`src/rtl/ddr3_zero_init_seq.sv`:
```
// ddr3_zero_init_seq: AXI4 write master that zero-fills a fixed DDR3 region once MIG calibration completes.
module ddr3_zero_init_seq #(
  parameter int                        AXI_ADDR_WIDTH = 64,
  parameter int                        AXI_DATA_WIDTH = 64,
  parameter int                        AXI_ID_WIDTH   = 4,
  parameter logic [AXI_ID_WIDTH-1:0]   AXI_ID         = '0,
  parameter int                        BURST_LEN      = 16,
  parameter logic [AXI_ADDR_WIDTH-1:0] BASE_ADDR      = 'h8000_0000,
  parameter longint unsigned           SIZE_BYTES     = 65536
) (
  input  logic                        clk_i,
  input  logic                        rst_ni,
  input  logic                        calib_done_i,
  output logic                        busy_o,
  output logic                        done_o,
  output logic                        error_o,
  output logic [AXI_ID_WIDTH-1:0]     aw_id_o,
  output logic [AXI_ADDR_WIDTH-1:0]   aw_addr_o,
  output logic [7:0]                  aw_len_o,
  output logic [2:0]                  aw_size_o,
  output logic [1:0]                  aw_burst_o,
  output logic                        aw_valid_o,
  input  logic                        aw_ready_i,
  output logic [AXI_DATA_WIDTH-1:0]   w_data_o,
  output logic [AXI_DATA_WIDTH/8-1:0] w_strb_o,
  output logic                        w_last_o,
  output logic                        w_valid_o,
  input  logic                        w_ready_i,
  input  logic [AXI_ID_WIDTH-1:0]     b_id_i,
  input  logic [1:0]                  b_resp_i,
  input  logic                        b_valid_i,
  output logic                        b_ready_o
);
  localparam longint unsigned BURST_BYTES = 64'(BURST_LEN) * 64'(AXI_DATA_WIDTH) / 64'd8;
  localparam logic [AXI_ADDR_WIDTH-1:0] BURST_STEP = AXI_ADDR_WIDTH'(BURST_BYTES);
  // Start address of the final burst; reaching it in B means the region is covered.
  localparam logic [AXI_ADDR_WIDTH-1:0] LAST_ADDR = BASE_ADDR + AXI_ADDR_WIDTH'(SIZE_BYTES - BURST_BYTES);
  localparam logic [7:0] LAST_BEAT = 8'(BURST_LEN - 1);

  if (BURST_LEN < 1 || BURST_LEN > 256) begin : g_bad_len
    $error("BURST_LEN must be in 1..256");
  end
  if (AXI_DATA_WIDTH < 8 || (AXI_DATA_WIDTH & (AXI_DATA_WIDTH - 1)) != 0) begin : g_bad_width
    $error("AXI_DATA_WIDTH must be a power of 2 and at least 8");
  end
  if (BURST_BYTES > 4096) begin : g_bad_4k
    $error("burst crosses a 4KB boundary");
  end
  if (BASE_ADDR % BURST_STEP != '0) begin : g_bad_base
    $error("BASE_ADDR not aligned to burst bytes");
  end
  if (SIZE_BYTES == 0 || SIZE_BYTES % BURST_BYTES != 0) begin : g_bad_size
    $error("SIZE_BYTES must be a nonzero multiple of burst bytes");
  end

  typedef enum logic [2:0] {IDLE, AW, W, B, DONE} state_t;
  state_t                      state_q;
  logic [AXI_ADDR_WIDTH-1:0]   addr_q;
  logic [7:0]                  beat_q;

  assign aw_id_o    = AXI_ID;
  assign aw_addr_o  = addr_q;
  assign aw_len_o   = LAST_BEAT;
  assign aw_size_o  = 3'($clog2(AXI_DATA_WIDTH / 8));
  assign aw_burst_o = 2'b01;
  assign w_data_o   = '0;
  assign w_strb_o   = '1;
  assign w_last_o   = w_valid_o && beat_q == LAST_BEAT;

  always_ff @(posedge clk_i or negedge rst_ni) begin
    if (!rst_ni) begin
      state_q    <= IDLE;
      addr_q     <= BASE_ADDR;
      beat_q     <= '0;
      aw_valid_o <= 1'b0;
      w_valid_o  <= 1'b0;
      b_ready_o  <= 1'b0;
      busy_o     <= 1'b0;
      done_o     <= 1'b0;
      error_o    <= 1'b0;
    end else begin
      case (state_q)
        IDLE: if (calib_done_i) begin
          state_q    <= AW;
          aw_valid_o <= 1'b1;
          busy_o     <= 1'b1;
        end
        AW: if (aw_ready_i) begin
          state_q    <= W;
          aw_valid_o <= 1'b0;
          w_valid_o  <= 1'b1;
          beat_q     <= '0;
        end
        W: if (w_ready_i) begin
          beat_q <= beat_q + 8'd1;
          if (beat_q == LAST_BEAT) begin
            state_q   <= B;
            w_valid_o <= 1'b0;
            b_ready_o <= 1'b1;
          end
        end
        B: if (b_valid_i) begin
          b_ready_o <= 1'b0;
          if (b_resp_i != 2'b00 || b_id_i != AXI_ID) error_o <= 1'b1;
          if (addr_q == LAST_ADDR) begin
            state_q <= DONE;
            busy_o  <= 1'b0;
            done_o  <= 1'b1;
          end else begin
            addr_q     <= addr_q + BURST_STEP;
            state_q    <= AW;
            aw_valid_o <= 1'b1;
          end
        end
        DONE: ;
        default: state_q <= IDLE;
      endcase
    end
  end
endmodule

```
`config.mk`:
```
export PLATFORM = sky130hd
export DESIGN_NAME = ddr3_zero_init_seq
export DESIGN_NICKNAME = d
export VERILOG_FILES = /design/src/rtl/ddr3_zero_init_seq.sv
export SDC_FILE = /design/constraint.sdc
export NUM_CORES = 1
export LEC_CHECK = 0
export CAP_MARGIN = 15
export CORE_UTILIZATION = 35
export CTS_BUF_LIST = sky130_fd_sc_hd__clkbuf_4 sky130_fd_sc_hd__clkbuf_8 sky130_fd_sc_hd__clkbuf_16
export DETAILED_ROUTE_END_ITERATION = 7
export PLACE_DENSITY = 0.71
export SETUP_SLACK_MARGIN = 0.4
export SYNTH_ARGS = -nofsm -noshare
export SYNTH_HDL_FRONTEND = slang
export SYNTH_SLANG_ARGS = --single-unit
export TNS_END_PERCENT = 100
```
`constraint.sdc`:
```
create_clock -name clk_i -period 4.35 [get_ports clk_i]
set_input_delay 0.6525 -clock clk_i [delete_from_list [all_inputs] [get_ports clk_i]]
set_output_delay 0.6525 -clock clk_i [all_outputs]
set_load 0.03 [all_outputs]
```
==> run summary <==
The top flip-flop cell by instance count after synthesis is dfrtp_1. The synthesized instance count came out at 481. The post-CTS setup repair buffer count is 0. For this run, the post-layout net count is 570.

Relative to the synthesized area, the layout overhead comes to 20.0%. The endpoint kind of the worst setup timing path is a primary output. Using the TritonRoute via totals, the vias-per-cell ratio works out to 4.78. The number of input and output port buffers inserted came out at 75.

The flow ran to the end, and the final reports show no timing, DRC or antenna violations. The clock tree from TritonCTS is done. The portion of the clock cycle consumed by the worst path in the final layout came out at 0.681. The clock tree root driver cell is clkbuf_16. Buffers inserted during clock tree synthesis total 9.

For the final database, setup skew stands at 12.0 ps. The time the worst path needs with I/O delays and setup is 2960 ps. The maximum clock rate is 338 MHz.

The register clock-pin slew on the reported worst setup and hold paths came out at 60 ps. The design draws 2.10 mW. The count of TritonRoute iterations in the first routing pass is 4. The repair_antennas step left the layout with diodes totalling 0. The fraction of power consumed by sequential logic came out at 0.390.

The worst slack at placement came out at 1330 ps. The number of hold buffers added after cts is 0. The horizontal die dimension came out at 115 um. The net switching share of the total power came out at 0.309. The power density over the cells came out at 393 nW/um^2. The H-tree depth is 3. The post-cts repair resize count is 0. The critical path data required time is 3700 ps. In this run the worst hold path is classified as input port to asynchronous set/reset pin. The data arrival time of the critical path is 2310 ps. The final-layout fill cell count came out at 1172.

The clock reaches the later pin of the worst-skew pair after 330 ps. The die covers 13200 um^2. The final antenna-violating net count is 0. The flip-flop and latch count after synthesis is 74.

The count of final setup violators came out at 0. The number of max-cap violations is 0. The row count came out at 40.

The register with the most flip-flops in the layout has 57 of them. The total via count after detailed routing is 3482. The share of cells above drive strength 1 is 0.0481. The total clock sinks is 74.

The core box area came out at 12200 um^2. Once placement finished, the instance area stood at 5010 um^2. Summed over all layers, the global routing overflow is 0. The post-layout utilization of the core came out at 0.438. The number of I/O pins is 172. The number of pins exceeding their max-slew limit in the final report came out at 0.

The Yosys step of the flow raised 0 warnings. The worst setup path is launched from a flip-flop. In the post-route analysis, the smallest setup slack over all paths is 1390 ps. The initial utilization of the core area, before any placement, comes to 0.365. In this run the worst path has a maximum fanout of 5. The post-synthesis instance area came out at 4460 um^2. In this run the power spent charging and discharging nets is 0.650 mW. For this run, the register share of the synthesized area comes to 0.415. The leakage power figure came out at 2.57 nW. The aggregate global-route resource usage came out at 0.153. The unique cell type count in the Yosys netlist is 43. The post-detailed-routing wire length is 9.67 mm. The first global-routing pass estimated 15.9 mm of wire. The share of synthesized flip-flops with an asynchronous set or reset came out at 1.00.

The weighted congestion reported at the end of routability-driven placement came out at 0.836. The average cell area after synthesis came out at 9.27 um^2. The number of cells on the worst reg-to-reg path came out at 5.

The path type of the worst setup path is flip-flop to primary output. Dividing the detail-routed wire length by the instance count gives 13.3 um. Setup repair after global routing left no endpoint under its margin.

The floorplan die height is 115 um. The maximum number of buffers from clock root to sink is 2. The first routing iteration left 179 violations.

The setup TNS is 0 ps. The share of total power dissipated in the clock network is 0.400. The number of enable-type register cells in the synthesized netlist came out at 0.

The combinational fraction of design power came out at 0.210. The worst pin sits at a relative slew slack of 0.305. The slew at the pin closest to its max-slew limit is 1030 ps. The via count of the first global-routing pass is 3244.

After legalization and detailed placement, the total HPWL measured 7.25 mm. IR analysis of the VDD net gives a maximum drop of 0.213 mV. The post-route DRC violation count came out at 0. The area of all placed cells without fillers is 5350 um^2. The cell-internal power is 1.45 mW.

The total count of hold-check failures in the final report was 0. The pin count of the biggest net entering global routing came out at 43. The number of antenna violations at the first check in global routing is 0.
-- kinds of logic after synthesis --
group	synth area share
AOI/OAI and AO/OA	0.0255
xor gates and xnor gates	0.120
adders and majority gates	0.00561
buffers and inverters	0.186
DFF	0.415
muxes	0.00505
other	0.00168
and+or+nand+nor	0.241
-- layout make-up --
type | instances | area (um^2) | area share
clock inverter | 5 | 104 | 0.0194
sequential | 74 | 1850 | 0.346
timing repair buffer | 78 | 768 | 0.144
inverter | 12 | 45.0 | 0.00842
clock buffer | 11 | 240 | 0.0449
multi-input combinational | 381 | 2130 | 0.398
tap | 168 | 210 | 0.0393
-- power by group through the flow --
stage / Sequential, mW / Clock [mW] / Combinational [mW]
floorplan: 0.858 / 0 / 0.356
global placement: 0.832 / 0 / 0.431
detailed placement: 0.833 / 0 / 0.441
CTS: 0.820 / 0.861 / 0.443
global route: 0.834 / 0.888 / 0.484
finish: 0.820 / 0.842 / 0.441
-- cell usage after synthesis (2+ instances only) --
cell	number	area, um^2
buf_4	98	736
dfrtp_1	73	1830
xor2_1	45	394
nor2_1	35	131
nand2_1	34	128
nor3_1	32	160
nand3_1	25	125
nor4_1	23	144
nand4_1	22	138
xnor2_1	16	140
inv_1	12	45.0
and3_1	7	43.8
clkbuf_1	6	22.5
o21ai_0	5	25.0
or4_1	5	37.5
a21oi_1	4	20.0
nand2b_1	3	18.8
or3_1	3	18.8
a22o_1	2	17.5
and4_1	2	17.5
buf_2	2	10.0
conb_1	2	7.51
ha_1	2	25.0
mux2_2	2	22.5
nand3b_1	2	15.0
nor4b_1	2	17.5
-- metrics by stage --
step                      instances  hold slack, ps
after CTS                       729             421
final                           729             408
after global placement          713             454
after detailed placement        713             451
after floorplan                 575             357
after global routing            729             467
-- placed cells by master, fill, tap and decap left out, drive strengths merged, types with 5 or more instances in the layout --
cell type      count
conb              96
clkdlybuf4s50     74
dfrtp             73
xor2              45
nor2              35
nand2             34
nor3              33
nand3             25
nor4              24
nand4             23
xnor2             16
inv               12
clkbuf            11
and3               7
or4                5
o21ai              5
-- metal layers --
metal / vias up / track usage / share of wire
met4: 0 / 0.0580 / 0.019
met1: 1686 / 0.203 / 0.44
met2: 164 / 0.239 / 0.47
met3: 17 / 0.0395 / 0.066
li1: 1615 / - / -
met5: - / 0 / 0
-- path summary, 6_finish.rpt --
check / start / endpoint / slack, ps
worst min-delay path: rst_ni / aw_addr_o[10] / 410
worst min register to register: done_o / done_o / 470
min in group clk_i: done_o / done_o / 470
worst max register to register: aw_addr_o[17] / aw_addr_o[45] / 1730
max in group asynchronous: rst_ni / aw_addr_o[59] / 2920
worst max-delay path: beat_q[4] / w_last_o / 1390
-- worst max-delay path, stage by stage, from the launching register on --
cell	delay [ps]
dfrtp_1	410
or4_1	560
nor2_1	200
and2_1	150
clkdlybuf4s50_1	660
(Power assumes the default switching activity.)
